File: src/rtl/execute_flag_writeback_scheduler_if.sv
// Issue, execute-unit result and flag-commit signals of execute_flag_writeback_scheduler.
// master drives issue/results/control; slave is the scheduler.
interface execute_flag_writeback_scheduler_if #(
  parameter int unsigned PTR_W = 2
);
  logic             iRESET_SYNC;
  logic             iCTRL_HOLD;
  logic             iISSUE_VALID;
  logic             iISSUE_FLAG_WRITE;
  logic [1:0]       iISSUE_UNIT;
  logic             oISSUE_BUSY;
  logic             iADDER_VALID;
  logic [4:0]       iADDER_FLAG;
  logic             iLOGIC_VALID;
  logic [4:0]       iLOGIC_FLAG;
  logic             iSHIFT_VALID;
  logic [4:0]       iSHIFT_FLAG;
  logic             iMUL_VALID;
  logic [4:0]       iMUL_FLAG;
  logic [3:0]       oUNIT_BUSY;
  logic             oFLAG_WE;
  logic [4:0]       oFLAG;
  logic             oFLAG_PENDING;
  logic [PTR_W:0]   oPENDING_COUNT;

  modport master (
    output iRESET_SYNC, iCTRL_HOLD,
    output iISSUE_VALID, iISSUE_FLAG_WRITE, iISSUE_UNIT,
    output iADDER_VALID, iADDER_FLAG, iLOGIC_VALID, iLOGIC_FLAG,
    output iSHIFT_VALID, iSHIFT_FLAG, iMUL_VALID, iMUL_FLAG,
    input  oISSUE_BUSY, oUNIT_BUSY, oFLAG_WE, oFLAG, oFLAG_PENDING, oPENDING_COUNT
  );

  modport slave (
    input  iRESET_SYNC, iCTRL_HOLD,
    input  iISSUE_VALID, iISSUE_FLAG_WRITE, iISSUE_UNIT,
    input  iADDER_VALID, iADDER_FLAG, iLOGIC_VALID, iLOGIC_FLAG,
    input  iSHIFT_VALID, iSHIFT_FLAG, iMUL_VALID, iMUL_FLAG,
    output oISSUE_BUSY, oUNIT_BUSY, oFLAG_WE, oFLAG, oFLAG_PENDING, oPENDING_COUNT
  );
endinterface

File: src/rtl/execute_flag_writeback_scheduler.sv
// In-order flag commit for adder/logic/shift/mul results via an issue-order FIFO and per-unit skids.
// Optional EXECUTE_FLAG_SCHED_BYPASS_EN: a head result arriving into an empty skid commits directly.
module execute_flag_writeback_scheduler #(
  parameter int unsigned DEPTH = 4,
  parameter int unsigned PTR_W = 2
) (
  input logic iCLOCK,
  input logic inRESET,
  execute_flag_writeback_scheduler_if.slave bus
);
  localparam int unsigned UNITS = 4;
  localparam logic [PTR_W:0] FULL_COUNT = (PTR_W+1)'(DEPTH);

  typedef enum logic [1:0] {
    IDLE,
    WAIT,
    COMMIT,
    HELD
  } ctrlState_t;

  logic [1:0]       orderFifo [DEPTH];
  logic [PTR_W-1:0] wrPtr;
  logic [PTR_W-1:0] rdPtr;
  logic [PTR_W:0]   count;
  logic [UNITS-1:0] skidValid;
  logic [4:0]       skidFlag [UNITS];
  logic             flagWe;
  logic [4:0]       flag;

  logic [UNITS-1:0] unitValid;
  logic [4:0]       unitFlag [UNITS];
  logic [1:0]       headUnit;
  logic             fifoFull;
  logic             pushEn;
  logic             bypassHit;
  logic             headReady;
  ctrlState_t       ctrlState;
  logic             commitEn;
  logic             useBypass;
  logic [4:0]       commitFlag;
  logic [UNITS-1:0] captureEn;

  assign unitValid = {bus.iMUL_VALID, bus.iSHIFT_VALID, bus.iLOGIC_VALID, bus.iADDER_VALID};

  always_comb begin
    unitFlag[0] = bus.iADDER_FLAG;
    unitFlag[1] = bus.iLOGIC_FLAG;
    unitFlag[2] = bus.iSHIFT_FLAG;
    unitFlag[3] = bus.iMUL_FLAG;
  end

  assign headUnit = orderFifo[rdPtr];
  assign fifoFull = (count == FULL_COUNT);
  assign pushEn   = bus.iISSUE_VALID & bus.iISSUE_FLAG_WRITE & !fifoFull & !bus.iCTRL_HOLD;

`ifdef EXECUTE_FLAG_SCHED_BYPASS_EN
  assign bypassHit = unitValid[headUnit] & !skidValid[headUnit];
`else
  assign bypassHit = 1'b0;
`endif

  assign headReady = skidValid[headUnit] | bypassHit;

  // Control state is a pure decode of the registered count, hold and head readiness.
  always_comb begin
    ctrlState  = IDLE;
    commitEn   = 1'b0;
    useBypass  = 1'b0;
    commitFlag = skidFlag[headUnit];
    if (count != '0) begin
      if (bus.iCTRL_HOLD) begin
        ctrlState = HELD;
      end else if (headReady) begin
        ctrlState = COMMIT;
      end else begin
        ctrlState = WAIT;
      end
    end
    if (ctrlState == COMMIT) begin
      commitEn  = 1'b1;
      useBypass = !skidValid[headUnit];
      if (useBypass) begin
        commitFlag = unitFlag[headUnit];
      end
    end
  end

  // A bypassed head result never lands in its skid; busy skids drop protocol-violating results.
  always_comb begin
    captureEn = '0;
    for (int unsigned u = 0; u < UNITS; u++) begin
      captureEn[u] = unitValid[u] & !skidValid[u] & !(useBypass && (headUnit == 2'(u)));
    end
  end

  always_ff @(posedge iCLOCK) begin
    if (!inRESET) begin
      wrPtr     <= '0;
      rdPtr     <= '0;
      count     <= '0;
      skidValid <= '0;
      flagWe    <= 1'b0;
      flag      <= '0;
      for (int unsigned i = 0; i < DEPTH; i++) begin
        orderFifo[i] <= '0;
      end
      for (int unsigned u = 0; u < UNITS; u++) begin
        skidFlag[u] <= '0;
      end
    end else if (bus.iRESET_SYNC) begin
      wrPtr     <= '0;
      rdPtr     <= '0;
      count     <= '0;
      skidValid <= '0;
      flagWe    <= 1'b0;
    end else begin
      if (pushEn) begin
        orderFifo[wrPtr] <= bus.iISSUE_UNIT;
        wrPtr            <= wrPtr + PTR_W'(1);
      end
      if (commitEn) begin
        rdPtr <= rdPtr + PTR_W'(1);
      end
      case ({pushEn, commitEn})
        2'b10:   count <= count + (PTR_W+1)'(1);
        2'b01:   count <= count - (PTR_W+1)'(1);
        default: count <= count;
      endcase
      for (int unsigned u = 0; u < UNITS; u++) begin
        if (captureEn[u]) begin
          skidValid[u] <= 1'b1;
          skidFlag[u]  <= unitFlag[u];
        end else if (commitEn && (headUnit == 2'(u))) begin
          skidValid[u] <= 1'b0;
        end
      end
      flagWe <= commitEn;
      if (commitEn) begin
        flag <= commitFlag;
      end
    end
  end

  assign bus.oISSUE_BUSY    = fifoFull;
  assign bus.oUNIT_BUSY     = skidValid;
  assign bus.oFLAG_WE       = flagWe;
  assign bus.oFLAG          = flag;
  assign bus.oFLAG_PENDING  = (count != '0);
  assign bus.oPENDING_COUNT = count;
endmodule

File: src/flat_wrapper.sv
// flat-port wrapper written by rule: the top's interface ports become plain ports
module execute_flag_writeback_scheduler_flat 
#(
  parameter int unsigned DEPTH = 4,
  parameter int unsigned PTR_W = 2
)
  (iCLOCK, inRESET, bus_iRESET_SYNC, bus_iCTRL_HOLD, bus_iISSUE_VALID, bus_iISSUE_FLAG_WRITE, bus_iISSUE_UNIT, bus_iADDER_VALID, bus_iADDER_FLAG, bus_iLOGIC_VALID, bus_iLOGIC_FLAG, bus_iSHIFT_VALID, bus_iSHIFT_FLAG, bus_iMUL_VALID, bus_iMUL_FLAG, bus_oISSUE_BUSY, bus_oUNIT_BUSY, bus_oFLAG_WE, bus_oFLAG, bus_oFLAG_PENDING, bus_oPENDING_COUNT);
  execute_flag_writeback_scheduler_if #(.PTR_W(PTR_W)) bus_i ();
  input logic iCLOCK;
  input logic inRESET;
  input wire logic [$bits(bus_i.iRESET_SYNC)-1:0] bus_iRESET_SYNC;
  input wire logic [$bits(bus_i.iCTRL_HOLD)-1:0] bus_iCTRL_HOLD;
  input wire logic [$bits(bus_i.iISSUE_VALID)-1:0] bus_iISSUE_VALID;
  input wire logic [$bits(bus_i.iISSUE_FLAG_WRITE)-1:0] bus_iISSUE_FLAG_WRITE;
  input wire logic [$bits(bus_i.iISSUE_UNIT)-1:0] bus_iISSUE_UNIT;
  input wire logic [$bits(bus_i.iADDER_VALID)-1:0] bus_iADDER_VALID;
  input wire logic [$bits(bus_i.iADDER_FLAG)-1:0] bus_iADDER_FLAG;
  input wire logic [$bits(bus_i.iLOGIC_VALID)-1:0] bus_iLOGIC_VALID;
  input wire logic [$bits(bus_i.iLOGIC_FLAG)-1:0] bus_iLOGIC_FLAG;
  input wire logic [$bits(bus_i.iSHIFT_VALID)-1:0] bus_iSHIFT_VALID;
  input wire logic [$bits(bus_i.iSHIFT_FLAG)-1:0] bus_iSHIFT_FLAG;
  input wire logic [$bits(bus_i.iMUL_VALID)-1:0] bus_iMUL_VALID;
  input wire logic [$bits(bus_i.iMUL_FLAG)-1:0] bus_iMUL_FLAG;
  output wire logic [$bits(bus_i.oISSUE_BUSY)-1:0] bus_oISSUE_BUSY;
  output wire logic [$bits(bus_i.oUNIT_BUSY)-1:0] bus_oUNIT_BUSY;
  output wire logic [$bits(bus_i.oFLAG_WE)-1:0] bus_oFLAG_WE;
  output wire logic [$bits(bus_i.oFLAG)-1:0] bus_oFLAG;
  output wire logic [$bits(bus_i.oFLAG_PENDING)-1:0] bus_oFLAG_PENDING;
  output wire logic [$bits(bus_i.oPENDING_COUNT)-1:0] bus_oPENDING_COUNT;
  assign bus_i.iRESET_SYNC = bus_iRESET_SYNC;
  assign bus_i.iCTRL_HOLD = bus_iCTRL_HOLD;
  assign bus_i.iISSUE_VALID = bus_iISSUE_VALID;
  assign bus_i.iISSUE_FLAG_WRITE = bus_iISSUE_FLAG_WRITE;
  assign bus_i.iISSUE_UNIT = bus_iISSUE_UNIT;
  assign bus_i.iADDER_VALID = bus_iADDER_VALID;
  assign bus_i.iADDER_FLAG = bus_iADDER_FLAG;
  assign bus_i.iLOGIC_VALID = bus_iLOGIC_VALID;
  assign bus_i.iLOGIC_FLAG = bus_iLOGIC_FLAG;
  assign bus_i.iSHIFT_VALID = bus_iSHIFT_VALID;
  assign bus_i.iSHIFT_FLAG = bus_iSHIFT_FLAG;
  assign bus_i.iMUL_VALID = bus_iMUL_VALID;
  assign bus_i.iMUL_FLAG = bus_iMUL_FLAG;
  assign bus_oISSUE_BUSY = bus_i.oISSUE_BUSY;
  assign bus_oUNIT_BUSY = bus_i.oUNIT_BUSY;
  assign bus_oFLAG_WE = bus_i.oFLAG_WE;
  assign bus_oFLAG = bus_i.oFLAG;
  assign bus_oFLAG_PENDING = bus_i.oFLAG_PENDING;
  assign bus_oPENDING_COUNT = bus_i.oPENDING_COUNT;
  execute_flag_writeback_scheduler #(.DEPTH(DEPTH), .PTR_W(PTR_W)) u_core (.iCLOCK(iCLOCK), .inRESET(inRESET), .bus(bus_i));
endmodule
File: config.mk
export PLATFORM = sky130hd
export DESIGN_NAME = execute_flag_writeback_scheduler_flat
export DESIGN_NICKNAME = d
export VERILOG_FILES = /design/src/rtl/execute_flag_writeback_scheduler_if.sv /design/src/rtl/execute_flag_writeback_scheduler.sv /design/src/flat_wrapper.sv
export SDC_FILE = /design/constraint.sdc
export NUM_CORES = 1
export LEC_CHECK = 0
export ABC_CLOCK_PERIOD_IN_PS = 2770
export CAP_MARGIN = 15
export CORE_MARGIN = 5
export CORE_UTILIZATION = 41
export CTS_CLUSTER_DIAMETER = 120
export CTS_CLUSTER_SIZE = 10
export DETAILED_ROUTE_END_ITERATION = 10
export PLACE_DENSITY_LB_ADDON = 0.1
export SYNTH_ARGS = -nofsm -noshare
export SYNTH_HDL_FRONTEND = slang
export SYNTH_SLANG_ARGS = --single-unit
File: constraint.sdc
create_clock -name iCLOCK -period 2.77 [get_ports iCLOCK]
set_input_delay 0.4155 -clock iCLOCK [delete_from_list [all_inputs] [get_ports iCLOCK]]
set_output_delay 0.4155 -clock iCLOCK [all_outputs]
set_load 0.1 [all_outputs]
Yosys cells after proc, flatten, opt, wreduce, memory -nomap -nowiden --
Memory sizes are Yosys's and may differ from the RTL's. A register that Yosys moved wholly into a read port is not among the register bits. Cells that the tools add are included. Widths: inputs -> output; s select.
Storage, ports and cells: bits in registers 17, memories 2, bits of input ports 32, bits in writable memories 28
Operators by class: multiplexer cells 51, order comparisons 2, reduce and logical (&&, ||, !) cells 29, add/sub/neg operators 4, bitwise logic cells 18, eq/ne operators 7
Memory list:
- u_core.skidFlag | depth 4, width 5, read ports 1, clocked after memory_dff 0, write ports 4, line execute_flag_writeback_scheduler.sv:26 | logic [4:0] skidFlag [UNITS];
- u_core.orderFifo | depth 4, width 2, read ports 1, clocked after memory_dff 1, write ports 4, line execute_flag_writeback_scheduler.sv:21 | logic [1:0] orderFifo [DEPTH];
Operators with widths (number):
- $mux 5 | 8
- $mux 1 | 33
- $mux 2 | 7
- $and 1x1->1 | 11
- $logic_not 1->1 | 11
- $bmux 5 s2 | 1
- $reduce_bool 2->1 | 5
- $eq 2x2->1 const B | 4
- $logic_and 1x1->1 | 8
- $pmux 3 s2 | 1
- $add 2x1->2 const B | 2
- $eq 2x1->1 const B | 2
- $or 1x1->1 | 4
- $reduce_or 2->1 | 2
- $add 3x1->3 const B | 1
- $eq 3x3->1 const B | 1
- $ge 3x3->1 const B | 1
- $lt 2x3->1 const B | 1
- $not 2->3 | 1
- $reduce_bool 3->1 | 1
- $sub 3x1->3 const B | 1
- $bmux 1 s2 | 1
- $logic_not 2->1 | 1
- $not 1->1 | 2
- $reduce_and 2->1 | 1

Logic depth before layout (Yosys ltp) --
Gate-level depths: netlist of the first run.
depth in word-level cells 15, mapped depth 10, depth with buffers taken out 10

Worst setup path before layout of the first run --
No wires, ideal clock.
kind register to register, from reg u_core.count[2], in the netlist u_core.bus.oPENDING_COUNT[2], to reg u_core.count[2], in the netlist u_core.bus.oPENDING_COUNT[2], stages on the path, launching flop included 10, data arrival time 5.009 ns, path slack -2.310 ns, cell sequence dfxtp_1 -> nor3b_1 -> nor3_1 -> inv_1 -> ha_1 -> inv_1 -> fa_1 -> xor2_1 -> or3_1 -> a21oi_1
Between the ends: word-level cells in the longest chain between the ends 6
Ends and longest elaborated chain:
- start, declared | line execute_flag_writeback_scheduler.sv:24 | logic [PTR_W:0] count;
- start signal, assigned | line execute_flag_writeback_scheduler.sv:125 | 2'b10: count <= count + (PTR_W+1)'(1);
- start signal, assigned | line execute_flag_writeback_scheduler.sv:126 | 2'b01: count <= count - (PTR_W+1)'(1);
- start signal, assigned | line execute_flag_writeback_scheduler.sv:127 | default: count <= count;
- $eq 3x3->1 * | line execute_flag_writeback_scheduler.sv:53 | assign fifoFull = (count == FULL_COUNT);
- named net bus_oISSUE_BUSY | line flat_wrapper.sv:24 | output wire logic [$bits(bus_i.oISSUE_BUSY)-1:0] bus_oISSUE_BUSY;
- $logic_not 1->1 * | line execute_flag_writeback_scheduler.sv:54 | assign pushEn = bus.iISSUE_VALID & bus.iISSUE_FLAG_WRITE & !fifoFull & !bus.iCTRL_HOLD;
- $and 1x1->1 * (2 in a row) | line execute_flag_writeback_scheduler.sv:54
- $eq 2x1->1 / $eq 2x2->1 (equally long branches) | line execute_flag_writeback_scheduler.sv:124 | case ({pushEn, commitEn})
- $pmux 3 s2 / $reduce_bool 2->1 (equally long branches)
The timed path passes the listed nets; every way through them passes the cells marked *. A chain may end at the register's enable or synchronous reset.

==> results of run 1 <==
## placed cells by master (no fill, tap or decap), types with 7 or more instances in the layout
cell	netlist	layout
sky130_fd_sc_hd__edfxtp_1	28	28
sky130_fd_sc_hd__inv_1	9	8
sky130_fd_sc_hd__buf_4	1	22
sky130_fd_sc_hd__mux2i_1	8	8
sky130_fd_sc_hd__mux4_2	6	7
sky130_fd_sc_hd__nand2_1	8	8
sky130_fd_sc_hd__nor2_1	17	17
sky130_fd_sc_hd__and2_1	23	23
sky130_fd_sc_hd__o21ai_0	9	9
sky130_fd_sc_hd__clkdlybuf4s50_1	0	31
sky130_fd_sc_hd__nand2b_1	7	7
sky130_fd_sc_hd__dfxtp_1	19	15
## cell type report
class	instances	area, sq um
Fill cell	466	2275
Sequential cell	47	1231
Multi-Input combinational cell	117	883.3
Timing Repair Buffer	53	475.5
Tap cell	70	87.58
Clock buffer	6	72.57
Inverter	9	37.54
Clock inverter	2	12.51
## power by group
group | total [mW] | switching [mW] | internal (mW)
clock network | 0.400 | 0.224 | 0.176
logic | 0.155 | 0.0798 | 0.0751
registers | 0.780 | 0.0129 | 0.767
total | 1.34 | 0.317 | 1.02
## critical path: stages (launching register included)
cell and delay, ps:
sky130_fd_sc_hd__dfxtp_2 360, sky130_fd_sc_hd__mux4_2 540, sky130_fd_sc_hd__or3_4 360, sky130_fd_sc_hd__o22ai_2 150
sky130_fd_sc_hd__ha_2 200, sky130_fd_sc_hd__inv_1 50, sky130_fd_sc_hd__fa_2 330, sky130_fd_sc_hd__xor2_1 150
sky130_fd_sc_hd__or3_1 310, sky130_fd_sc_hd__a21oi_1 130
## flip-flops by register name (all words and copies together) (netlist names), named ones only
register and cells:
u_core.bus.oUNIT_BUSY 4, u_core.skidFlag 20, u_core.orderFifo 8, u_core.wrPtr 2, u_core.bus.oFLAG 5, u_core.bus.oPENDING_COUNT 3
u_core.rdPtr 2, u_core.bus.oFLAG_WE 1
## worst max-delay path by stage
stage | slack, ps | start | end | cells past startpoint
floorplan | -160 | u_core.bus.oPENDING_COUNT[2] | u_core.bus.oPENDING_COUNT[2] | 9
global placement | 80 | register | u_core.bus.oPENDING_COUNT[2] | 9
detailed placement | -9 | register | u_core.bus.oPENDING_COUNT[2] | 9
CTS | 30 | register | u_core.bus.oPENDING_COUNT[2] | 9
global route | 0.9 | register | u_core.bus.oPENDING_COUNT[2] | 9
finish | 120 | register | u_core.bus.oPENDING_COUNT[2] | 9
## layer usage
metal	vias up	global-route usage [%]
met5	-	0
met4	0	4.983
met3	7	4.338
met2	45	22.12
met1	695	18.14
li1	741	-
## through the flow
stage / cell area (sq um) / hold WS (ps) / instances / worst slack [ps]
after floorplan: 2172 / 495.8 / 178 / -157.2
after global placement: 2705 / 449.1 / 295 / 81.87
after detailed placement: 2705 / 477.2 / 295 / -8.712
after CTS: 2786 / 488.2 / 303 / 25.25
after global routing: 2800 / 524.3 / 304 / 0.9486
final: 2800 / 479.8 / 304 / 119.1
## logic make-up after synthesis
| kind of cell | count (synthesis) |
|---|---|
| AOI/OAI and AO/OA | 21 |
| adders and majority gates | 2 |
| muxes | 15 |
| DFF | 47 |
| buffers and inverters | 14 |
| xor gates and xnor gates | 5 |
| and+or+nand+nor | 74 |
## timing repair
item,4_1_cts,5_1_grt
hold buffers,0,0
resized for setup,1,2
endpoints found under the setup margin,1,1
hold endpoints to repair,0,0
setup buffers,0,1
pin swaps,0,1
==> out/summary.md, run 1 <==
For this run, design rule violations remaining after detail routing come to 0. The share of the cycle needed by the critical path after routing came out at 95.70%. The die is 82.22 um tall.

The logs give 15 for the maximum number of pins on one net before global-route repair and 5 for the TritonCTS buffer count. The number of nets produced by synthesis was 212; the internal reg-to-reg setup slack was 120 ps. The later pin in the worst-skew pair is clocked with a latency of 300 ps. For the warning count from the yosys run, the log shows 0. Among all flip-flop cells after synthesis, the most frequent one is sky130_fd_sc_hd__edfxtp_1.

The logs give 14.02% for the total routing usage reported by global routing and 2.082 mm for the length of routed met2 wiring. The run gives 267 as the number of nets in the layout. The worst setup path is launched from a register.

The detailed router finished its first iteration with 64 violations. The cell count after synthesis came out at 178. For this run the aggregate overflow at the end of global routing stands at 0.

The worst pin sits at a relative slew slack of 50.70%. Summing the areas of all xor and xnor instances in the mapped netlist gives 2.048% of the synthesized area. The synthesized design contains 47 register bits.

After Yosys synthesis, and, or, nand and nor cells account for 18.90% of the synthesized area. Final antenna-violating net count: 0. After detailed routing, the average wire length per cell comes to 14.45 um.

The via count of the first global-routing pass is 1,497, and the post-synthesis mux area share is 11.29%. In this run the horizontal extent of the chip is 82.22 um. By area the synthesized netlist is led by sky130_fd_sc_hd__edfxtp_1 39%, sky130_fd_sc_hd__dfxtp_1 18%, sky130_fd_sc_hd__and2_1 6.7%. After detailed routing, the number of vias per cell comes to 4.895. After detailed routing, the total wire length is 4.394 mm.

The first TritonRoute pass finished after 4 iterations. Summing the areas of all compound-gate instances in the mapped netlist gives 6.495% of the synthesized area. The final count of pins violating max slew is 0. The worst setup path is captured at a register. For the worst setup path, the data required time is 3000 ps. The first global-routing pass estimated 6.982 mm of wire. The start-to-end type of the worst setup path was reg -> reg. The logs give 0 for the hold violation total from the final report and 1.990 mm for the met1 routed wirelength after detailed routing. Adding up every negative setup slack in the final design gives 0 ps. Across all layers, the routed design uses 1,488 vias.

The tools report the worst hold endpoint as u_core.bus.oFLAG[4]. TritonCTS built the clock tree. The largest total area in the synthesized netlist belongs to sky130_fd_sc_hd__edfxtp_1. In this run the most critical hold path is launched from u_core.bus.oFLAG[4].

The peak supply drop is 0.0002289 V, and the adder-cell share of the synthesized area is 1.521%. The tools report the power consumption as 1.335 mW. The repair_antennas step left the layout with diodes totalling 0.

The run gives 0 as the count of max-cap constraint violations. After clock tree synthesis, the clock-pin slew on the worst setup and hold paths is 80 ps. The synthesis-to-layout area growth is 30.95%, and the number of cells on the worst hold path is 2.

The most common cell in the synthesized netlist is sky130_fd_sc_hd__edfxtp_1. The die covers 6759 sq um. In this run the critical register-to-register path is captured at u_core.bus.oPENDING_COUNT[2].

The measured slew at the worst slew-check pin is 731.7 ps. Part of the Yosys area used for sequential elements: 57.11%. After synthesis, the largest family of logic cells by area is simple AND/OR/NAND/NOR gates. Setup repair after global routing left no endpoint under its margin.

The logic depth of the worst register-to-register path is 9, and the final critical path time including I/O delays and setup is 2651 ps. Summed over all nets, wire length on met3 after detailed routing comes to 256 um. Of all flip-flops after synthesis, the portion carrying an async set or reset was 0%. Yosys mapped a number of flops with a built-in enable equal to 28. In this run the tool buffered the top-level ports with 46 buffer cells. The path type of the worst min-delay path was reg -> reg. The synthesized area divided by synthesized cell count works out to 12.01 sq um.

Ranked by instance count, the synthesized netlist is headed by 28 x sky130_fd_sc_hd__edfxtp_1, 23 x sky130_fd_sc_hd__and2_1, 19 x sky130_fd_sc_hd__dfxtp_1. In this run the static leakage power is 1.001 nW. The run finished with clean final reports. Summing every instance area after synthesis gives 2138 sq um. The ratio of cells with drive above 1 in the final layout is 20.94%, and the number of distinct standard cells referenced by the synthesized netlist is 33. The share of the synthesized area in the top cell type came out at 39.32%. The floorplan has 26 rows. The peak fanout along the critical path is 2. Clock tree synthesis selected as its root buffer the cell sky130_fd_sc_hd__clkbuf_8. The run gives 6.097 ps as the clock tree skew after final layout. The clock tree synthesis step divided the H-tree into 2 levels. Dividing total power by cell area gives a power density of 476.8 nW/um^2. The maximum buffer depth of the clock tree is 2. The run gives 2880 ps as the data arrival time at the worst-slack endpoint. For the achievable clock frequency, the log shows 377.2 MHz. Detailed placement ended at an HPWL of 3.570 mm. After detailed routing, no signal wire sits above met4. The clock drives 47 sinks. Setup violations remaining at the end of the flow were counted as 0. The initial antenna violation count is 0. The utilization of the core after routing was 55.18%. The region available for standard cell placement spans 5075 sq um. The initial cell density of the core is 42.14%. For the number of I/O pins, the log shows 47.

For the final weighted congestion of routability-driven global placement, the log shows 0.8404.
Power figures use the tool's default switching activity.
==> run 2, diff against run 1 <==
--- a/config.mk
+++ b/config.mk
@@ -5,7 +5,7 @@
 export SDC_FILE = /design/constraint.sdc
 export NUM_CORES = 1
 export LEC_CHECK = 0
-export ABC_CLOCK_PERIOD_IN_PS = 2770
+export ABC_CLOCK_PERIOD_IN_PS = 2900
 export CAP_MARGIN = 15
 export CORE_MARGIN = 5
 export CORE_UTILIZATION = 41
@@ -13,6 +13,7 @@
 export CTS_CLUSTER_SIZE = 10
 export DETAILED_ROUTE_END_ITERATION = 10
 export PLACE_DENSITY_LB_ADDON = 0.1
+export SLEW_MARGIN = 10
 export SYNTH_ARGS = -nofsm -noshare
 export SYNTH_HDL_FRONTEND = slang
 export SYNTH_SLANG_ARGS = --single-unit
==> constraint.sdc (replaced) <==
create_clock -name iCLOCK -period 2.9 [get_ports iCLOCK]
set_input_delay 0.435 -clock iCLOCK [delete_from_list [all_inputs] [get_ports iCLOCK]]
set_output_delay 0.435 -clock iCLOCK [all_outputs]
set_load 0.1 [all_outputs]
==> run 2 against run 1 <==
First-iteration DRC count down 9.4%. Clock skew about the same. Die area unchanged. Utilization down 0.42 points. Critical path depth unchanged. Sequential share of layout area up 0.29 points. Routed wire length down 0.66%. Non-clock buffer count down 2. Design area down 0.76%. Count of clock-buffer cells in the layout unchanged. Global-route usage down 0.27 points. Clock power down 6.3%.
==> out/summary.md, run 2 (synthesis gave the netlist of run 1 again) <==
The run finished with clean final reports. Setup violations remaining at the end of the flow were counted as 0. The worst path in the final design needs a cycle of 2735 ps, including I/O delays and setup. The path with the worst hold slack has its endpoint at u_core.bus.oFLAG[4]. The worst register-to-register path has a depth of 9. The tools report the end of the worst register-to-register path as u_core.bus.oPENDING_COUNT[2]. The final route contains 1,486 vias. The tools report the worst min-delay path startpoint as u_core.bus.oFLAG[4]. Leaving out fill and tap cells, the most frequent cells in the layout are 31 x sky130_fd_sc_hd__clkdlybuf4s50_1, 28 x sky130_fd_sc_hd__edfxtp_1, 23 x sky130_fd_sc_hd__and2_1, 20 x sky130_fd_sc_hd__buf_4, 17 x sky130_fd_sc_hd__nor2_1. The clock drives 47 sinks. The run gives 0.8247 as the final weighted congestion of routability-driven global placement.

The first routing iteration left 58 violations. The worst setup path is launched from a register. Number of cells on the worst hold path: 2.

The total routing usage reported by global routing is 13.75%. The height of the die is 82.22 um. The final layout contains routed wiring with a total length of 4.365 mm.

The die width was 82.22 um. Traced cell by cell, the critical path runs through mux4_2, or3_1, o22ai_2, ha_2, inv_1, fa_2, xor2_1, or3_1, a21oi_1. The clock latency reported for the late side of the worst-skew pair was 290 ps; the share of the cycle needed by the critical path after routing was 94.32%. The setup check on the worst reg-to-reg path leaves a slack of 160 ps. The worst hold-check slack was 474.4 ps; the total setup buffers inserted after CTS was 0.

Initial antenna violation count: 0. The total overflow left after global routing is 0. Via count of the first global-routing pass: 1,500. The initial utilization of the core area, before any placement, comes to 42.14%.

The number of nets in the layout was 265. Compared with the post-synthesis result, the final layout area differs by 29.96%. The register with the most flip-flops in the layout has 20 of them. TritonCTS built the clock tree. On the critical path, the stage with the largest delay is an instance of sky130_fd_sc_hd__mux4_2. The via count normalized by instance count is 4.921, and the hold violation total from the final report is 0.

For the detailed-placement wirelength estimate, the log shows 3.576 mm. The peak fanout along the critical path came out at 2. The routed wire length per instance is 14.45 um.

The leakage power figure was 0.9899 nW; the achievable clock frequency was 365.6 MHz. The H-tree was split into 2 levels. The first global-routing pass estimated 6.920 mm of wire. The maximum number of pins on one net before global-route repair was 15.

The placed instance area was 2698 sq um; the clock tree skew after final layout was 6.099 ps. The final count of pins violating max slew was 0. The final antenna-violating net count was 0. After clock tree synthesis, the flow added hold-fix buffers numbering 0. In the final layout, the share of cells above drive strength 1 is 18.97%. The most flop-heavy register is u_core.skidFlag. Prior to clock tree synthesis, the placed netlist has a worst setup slack of 140.6 ps. Counting along the longest clock path gives a buffer depth of 2. After layout, the design draws a total of 1.267 mW. Root cell of the clock tree: sky130_fd_sc_hd__clkbuf_8. The run gives 6759 sq um as the die area.

The run gives 5075 sq um as the total core area. The data arrival time at the worst-slack endpoint was 2950 ps. The critical path is of the reg -> reg type.

In this design, the critical path's most frequently occurring cell is sky130_fd_sc_hd__or3_1. Setup repair after global routing left no endpoint under its margin. The run gives 0.0001864 V as the peak supply drop. The finished cells cover 2779 sq um. The number of clock buffers added by TritonCTS is 5. The path type of the worst min-delay path was reg -> reg. The count of max-cap constraint violations was 0; the DRC violation count after routing was 0.

The power per cell area was 456.0 nW/um^2. The number of I/O pins was 47; the critical path required time was 3120 ps. The largest single stage delay on the critical path is 560 ps. Across all setup checks in the final design, the least slack found is 164.7 ps. The number of port buffers came out at 46. The worst pin sits at a relative slew slack of 54.25%. The worst setup path is captured at a register.

The library cell used most frequently in the layout, excluding fill and tap cells, is sky130_fd_sc_hd__clkdlybuf4s50_1. The clock input transition at the sequential cells of the worst setup and hold paths works out to 80 ps. 0 antenna diodes ended up in the layout. The site row count was 26; the measured slew at the worst slew-check pin was 679.0 ps. The pre-antenna-repair detailed-routing pass consisted of 4 iterations.
## run 2: cell count changes in the layout (fill, tap and decap cells not counted)
cell and change:
sky130_fd_sc_hd__buf_4 -2, sky130_fd_sc_hd__clkinv_1 +1, sky130_fd_sc_hd__clkinv_2 -1, sky130_fd_sc_hd__clkinv_4 +1, sky130_fd_sc_hd__clkinvlp_4 -1, sky130_fd_sc_hd__dfxtp_1 +1
sky130_fd_sc_hd__dfxtp_2 -1, sky130_fd_sc_hd__or3_1 +1, sky130_fd_sc_hd__or3_4 -1
## run 2: how the worst max path moves through the flow
stage / depth (start not counted) / slack [ps] / startpoint / end
finish: 9 / 160 / register / u_core.bus.oPENDING_COUNT[2]
global route: 9 / 60 / register / u_core.bus.oPENDING_COUNT[2]
CTS: 9 / 120 / register / u_core.bus.oPENDING_COUNT[2]
detailed placement: 9 / 140 / register / u_core.bus.oPENDING_COUNT[2]
global placement: 9 / 210 / bus_iCTRL_HOLD / u_core.bus.oPENDING_COUNT[2]
floorplan: 9 / -30 / u_core.bus.oPENDING_COUNT[2] / u_core.bus.oPENDING_COUNT[2]
## run 2: layout make-up
| type | instances | area (sq um) |
|---|---|---|
| clock buffers | 6 | 72.57 |
| clock inverters | 2 | 12.51 |
| fillers | 455 | 2296 |
| inverters | 9 | 37.54 |
| multi-input cells | 117 | 878.3 |
| flip-flops and latches | 47 | 1230 |
| well taps | 70 | 87.58 |
| repair buffers | 51 | 460.4 |
## run 2: repair_timing
action / in CTS / in global routing
gates resized for setup: 0 / 1
endpoints found under the setup margin: 0 / 1
endpoints found under the hold margin: 0 / 0
## run 2: metrics by stage
stage	std cells	utilization, %	setup TNS (ps)
floorplan	178	-	-27.20
global placement	294	53.16	0
detailed placement	294	53.16	0
CTS	302	54.83	0
global route	302	54.76	0
finish	302	54.76	0
## run 2: where the power goes
group	switching [mW]	leakage [nW]	internal, mW	total [mW]
registers	0.0125	0.449	0.733	0.745
clock network	0.206	0.0428	0.169	0.375
logic	0.0765	0.498	0.0710	0.147
total	0.295	0.990	0.972	1.27
## run 2: critical path: cells and delay by family, from the launching register on
| family | cells | cell delay, ps |
|---|---|---|
| simple gates | 2 | 680 |
| mux | 1 | 560 |
| fa+ha+maj | 2 | 550 |
| flops | 1 | 380 |
| compound gates | 2 | 310 |
| xor+xnor | 1 | 150 |
| buf+inv | 1 | 50 |
## run 2: layer usage
metal	share of wire (%)	vias to the layer above	global-route usage (%)
li1	-	737	-
met1	44	697	17.87
met2	48	48	22.36
met3	6.6	4	2.928
met4	0.94	0	5.316
met5	0	-	0
